===== config.mk =====
export PLATFORM = sky130hd
export DESIGN_NAME = stream_demux_n
export DESIGN_NICKNAME = d
export VERILOG_FILES = /design/src/rtl/stream_demux_n.sv
export SDC_FILE = /design/constraint.sdc
export NUM_CORES = 1
export LEC_CHECK = 0
export ABC_AREA = 1
export CAP_MARGIN = 20
export CORE_ASPECT_RATIO = 1.75
export CORE_MARGIN = 4
export CORE_UTILIZATION = 47
export CTS_BUF_LIST = sky130_fd_sc_hd__clkbuf_8
export DETAILED_ROUTE_END_ITERATION = 8
export HOLD_SLACK_MARGIN = 0.02
export PLACE_DENSITY = 0.82
export SYNTH_ARGS = -nofsm -noshare
export SYNTH_HDL_FRONTEND = slang
export SYNTH_SLANG_ARGS = --single-unit

===== constraint.sdc =====
create_clock -name clk -period 2 [get_ports clk]
set_input_delay 0.2 -clock clk [delete_from_list [all_inputs] [get_ports clk]]
set_output_delay 0.2 -clock clk [all_outputs]
set_load 0.01 [all_outputs]

===== src/rtl/stream_demux_n.sv =====
// stream_demux_n: registered 1-to-NUM_OUT stream demultiplexer.
//
// Each accepted input word is steered to the output channel picked by in_sel.
// Every channel has a one-entry holding register with a valid/ready handshake.
// Words whose select is out of range are accepted, dropped and counted.
//
// Ports
//   clk         rising-edge clock
//   rst         synchronous, active-high reset
//   in_valid    input word present
//   in_ready    block can take the input word this cycle (combinational)
//   in_data     input word
//   in_sel      destination channel index, sampled with in_data
//   out_valid   per-channel word present
//   out_ready   per-channel consumer accept
//   out_data    flattened channel data, channel k at [k*DATA_W +: DATA_W]
//   drop_pulse  one-cycle pulse after an out-of-range word is dropped
//   drop_cnt    saturating count of dropped words
module stream_demux_n #(
  parameter int unsigned NUM_OUT = 8,
  parameter int unsigned DATA_W  = 8,
  localparam int unsigned SEL_W  = (NUM_OUT > 1) ? $clog2(NUM_OUT) : 1
) (
  input  logic                        clk,
  input  logic                        rst,
  input  logic                        in_valid,
  output logic                        in_ready,
  input  logic [DATA_W-1:0]           in_data,
  input  logic [SEL_W-1:0]            in_sel,
  output logic [NUM_OUT-1:0]          out_valid,
  input  logic [NUM_OUT-1:0]          out_ready,
  output logic [NUM_OUT*DATA_W-1:0]   out_data,
  output logic                        drop_pulse,
  output logic [15:0]                 drop_cnt
);

  logic [NUM_OUT-1:0] valid_q;
  logic [NUM_OUT-1:0] valid_d;
  logic [DATA_W-1:0]  data_q [NUM_OUT];
  logic               drop_pulse_q;
  logic [15:0]        drop_cnt_q;

  logic [NUM_OUT-1:0] sel_oh;
  logic               in_range;
  logic               in_xfer;
  logic [NUM_OUT-1:0] load;

  // Select decode. An out-of-range select yields an all-zero one-hot vector,
  // which doubles as the drop indication.
  always_comb begin
    sel_oh = '0;
    for (int unsigned k = 0; k < NUM_OUT; k++) begin
      if ({1'b0, in_sel} == k[SEL_W:0]) begin
        sel_oh[k] = 1'b1;
      end
    end
  end

  assign in_range = |sel_oh;

  // A full channel that drains this cycle still accepts, giving one word per
  // cycle per channel. Dropped words are always accepted.
  assign in_ready = ~rst & (~in_range | (|(sel_oh & (~valid_q | out_ready))));

  assign in_xfer  = in_valid & in_ready;
  assign load     = in_xfer ? sel_oh : '0;

  // Load wins over drain so a simultaneous in/out transfer keeps the channel full.
  assign valid_d  = (valid_q & ~(valid_q & out_ready)) | load;

  always_ff @(posedge clk) begin
    if (rst) begin
      valid_q      <= '0;
      drop_pulse_q <= 1'b0;
      drop_cnt_q   <= '0;
      for (int unsigned k = 0; k < NUM_OUT; k++) begin
        data_q[k] <= '0;
      end
    end else begin
      valid_q      <= valid_d;
      drop_pulse_q <= in_xfer & ~in_range;
      if (in_xfer && !in_range && (drop_cnt_q != 16'hFFFF)) begin
        drop_cnt_q <= drop_cnt_q + 16'd1;
      end
      for (int unsigned k = 0; k < NUM_OUT; k++) begin
        if (load[k]) begin
          data_q[k] <= in_data;
        end
      end
    end
  end

  always_comb begin
    out_data = '0;
    for (int unsigned k = 0; k < NUM_OUT; k++) begin
      out_data[k*DATA_W +: DATA_W] = data_q[k];
    end
  end

  assign out_valid  = valid_q;
  assign drop_pulse = drop_pulse_q;
  assign drop_cnt   = drop_cnt_q;

endmodule


==> flow_summary.yaml <==
status:
  run_status: "completed"
clocking:
  htreeDepth: 3
  clk_pin_slew_worst_paths_ps: 80
  clk_path_buf_depth: 2
  cts_setup_buffers: 0
  cts_buffers: 9
  cts_resized: 2
  hold_buffers: 0
  cts_tree: "done"
  clk-insertion-delay-late_ps: 350
  clockRootBuffer: "clkbuf_8"
  clkSinkCount: 89
place:
  placed_cells: 490
  dp.final_hpwl_um: 6130
  portBuffers: 111
  globalplace.congestion: 0.908
floorplanning:
  fp.dieArea_um2: 8470
  die_y_um: 119
  core_um2: 6860
  rows: 40
  start_util_pct: 48.1
  chipWidth_um: 71.3
  io_pins: 112
global_routing:
  antenna_found_initial: 0
  grt_max_degree: 20
  gr-usage-all-layers_pct: 20.0
  grt_pass1_wl_um: 12700
  grt_pass1_vias: 2476
  grt_overflow_total: 0
critical_path:
  cp.arrival_ps: 1690
  critPathRequiredTime_ps: 1800
  cp_max_fo: 5
  cp-start-kind: "input port"
  crit_path_max_incr_delay_ps: 540
  end_kind: "output pin"
  cp_common_cell: "nor2_2"
  path_cells: "clkdlybuf4s50_1 -> buf_4 -> nor2_2 -> nand3_1 -> nand2_1 -> nor2_2 -> a21oi_1 -> dlygate4sd2_1"
  r2r_cells: 8
  worstSetupPathType: "in -> out"
  slowest_stage: "clkdlybuf4s50_1"
synth:
  yosysUniqueCellTypes: 22
  synth_top_flop_cell: "edfxtp_1"
  netlist_instances: 267
  synth-edff-count: 64
  synth_seq_area_share_pct: 73.4
  ys_seq_elements: 89
  syn_area_um2: 3300
  async_flop_share_pct: 0
  syn_area_per_cell_um2: 12.4
  yosysWarningCount: 0
  synth_nets: 289
sta:
  rsz0062_at_grt: "false"
  hold_viol: 0
  setup_viol: 0
  drv_slew: 0
  post-route-period-util_pct: 94.6
  setup_tns_ps: 0
  max_freq_ghz: 0.529
  period_needed_ps: 1890
  clock_skew_ps: 9.29
route:
  top_layer: "met4"
  post_drt_wl_per_cell_um: 15.9
  viasPerCell: 4.86
  routed-via-count: 2457
  post-route-drc-count: 0
  wl_met2_um: 4650
  wl_met3_um: 400
  wl_um: 8020
  drtAntennaViolNets: 0
  wl_met1_um: 2560
  drtIter0Drc: 176
  first_pass_iters: 4
cells_and_area:
  layout-drive-gt1-share_pct: 16.8
  post-route-util_pct: 73.7
  fillers: 482
  final_common_cell: "clkdlybuf4s50_1"
  areaGrowthSynthToFinish_pct: 53.1
  instances_no_fill: 506
  diodes: 0
  final_nets: 439
  mostFrequentLayoutCells: "clkdlybuf4s50_1 (109), nor2_1 (74), edfxtp_1 (64)"
hold_path:
  hold_path.class: "reg -> reg"
  min_path_cells: 2
run:
  cap_viol_max_count: 0
pwr:
  power.density_nw_per_um2: 774
  leakagePower_nw: 1.96
  ir_drop_mv: 0.780
synthesized netlist by cell type (2+ instances only):
cell	n	share of area (%)
a21oi_1	3	0.46
a21oi_2	6	1.6
buf_1	3	0.34
buf_2	2	0.30
dfxtp_1	25	15
edfxtp_1	64	58
inv_1	35	4.0
inv_2	2	0.23
nand2_1	23	2.6
nand3_1	6	0.91
nand4_1	2	0.38
nand4_4	6	3.9
nor2_1	74	8.4
nor2_2	4	0.76
nor3_1	5	0.76
layout make-up:
| cell class | instances | area [um^2] | area share [%] |
|---|---|---|---|
| sequential | 89 | 2420 | 48.0 |
| timing repair buffer | 147 | 1480 | 29.3 |
| multi-input combinational | 133 | 693 | 13.7 |
| inverter | 37 | 139 | 2.75 |
| clock buffer | 9 | 124 | 2.45 |
| tap | 84 | 105 | 2.08 |
| clock inverter | 7 | 88.8 | 1.76 |
registers in the layout, summed over array words and instances, names as in the netlist:
register	cells
drop_pulse	1
drop_cnt	16
data_q	64
out_valid	8
per-layer routing:
metal,global-route usage [%],vias to the layer above
met5,0,-
met4,13.2,0
met3,5.83,30
met2,36.0,94
met1,18.7,1168
li1,-,1165
final timing paths:
check | start | end | slack (ps)
worst max-delay path | in_sel[1] | in_ready | 110
worst min-delay path | drop_cnt[4]$_SDFFE_PP0P_ | drop_cnt[4]$_SDFFE_PP0P_ | 430
worst max register to register | out_valid[2]$_SDFF_PP0_ | data_q[1][18]$_DFFE_PP_ | 420
worst min register to register | drop_cnt[4]$_SDFFE_PP0P_ | drop_cnt[4]$_SDFFE_PP0P_ | 430
kinds of logic after synthesis:
kind of cell,count (synthesis),share of synthesized area [%]
AND/OR/NAND/NOR,123,18.9
flip-flops,89,73.4
buffers and inverters,45,5.54
AO/OA/AOI/OAI,9,2.05
other,1,0.114
report_power, final:
group / internal [mW] / switching, mW / total, mW / leakage [nW]
Clock: 0.695 / 0.610 / 1.30 / 0.112
Combinational: 0.269 / 0.240 / 0.508 / 1.03
Sequential: 2.07 / 0.0282 / 2.10 / 0.815
per-stage QoR:
stage / setup slack (ps) / area, um^2 / hold slack (ps) / power [mW]
3_3_place_gp: -123 / 4840 / 410 / 2.64
6_report: 109 / 5050 / 425 / 3.91
5_1_grt: 18.4 / 5050 / 448 / 4.05
2_1_floorplan: 447 / 3300 / 386 / 2.32
4_1_cts: 112 / 5050 / 427 / 3.94
3_5_place_dp: -135 / 4840 / 413 / 2.65
worst max-delay path: cells and delay by family:
family	cells	cell delay [ps]
buffers and inverters	3	990
AO/OA/AOI/OAI	1	110
AND/OR/NAND/NOR	4	380
Note: power is estimated with default switching activity, not from simulation.
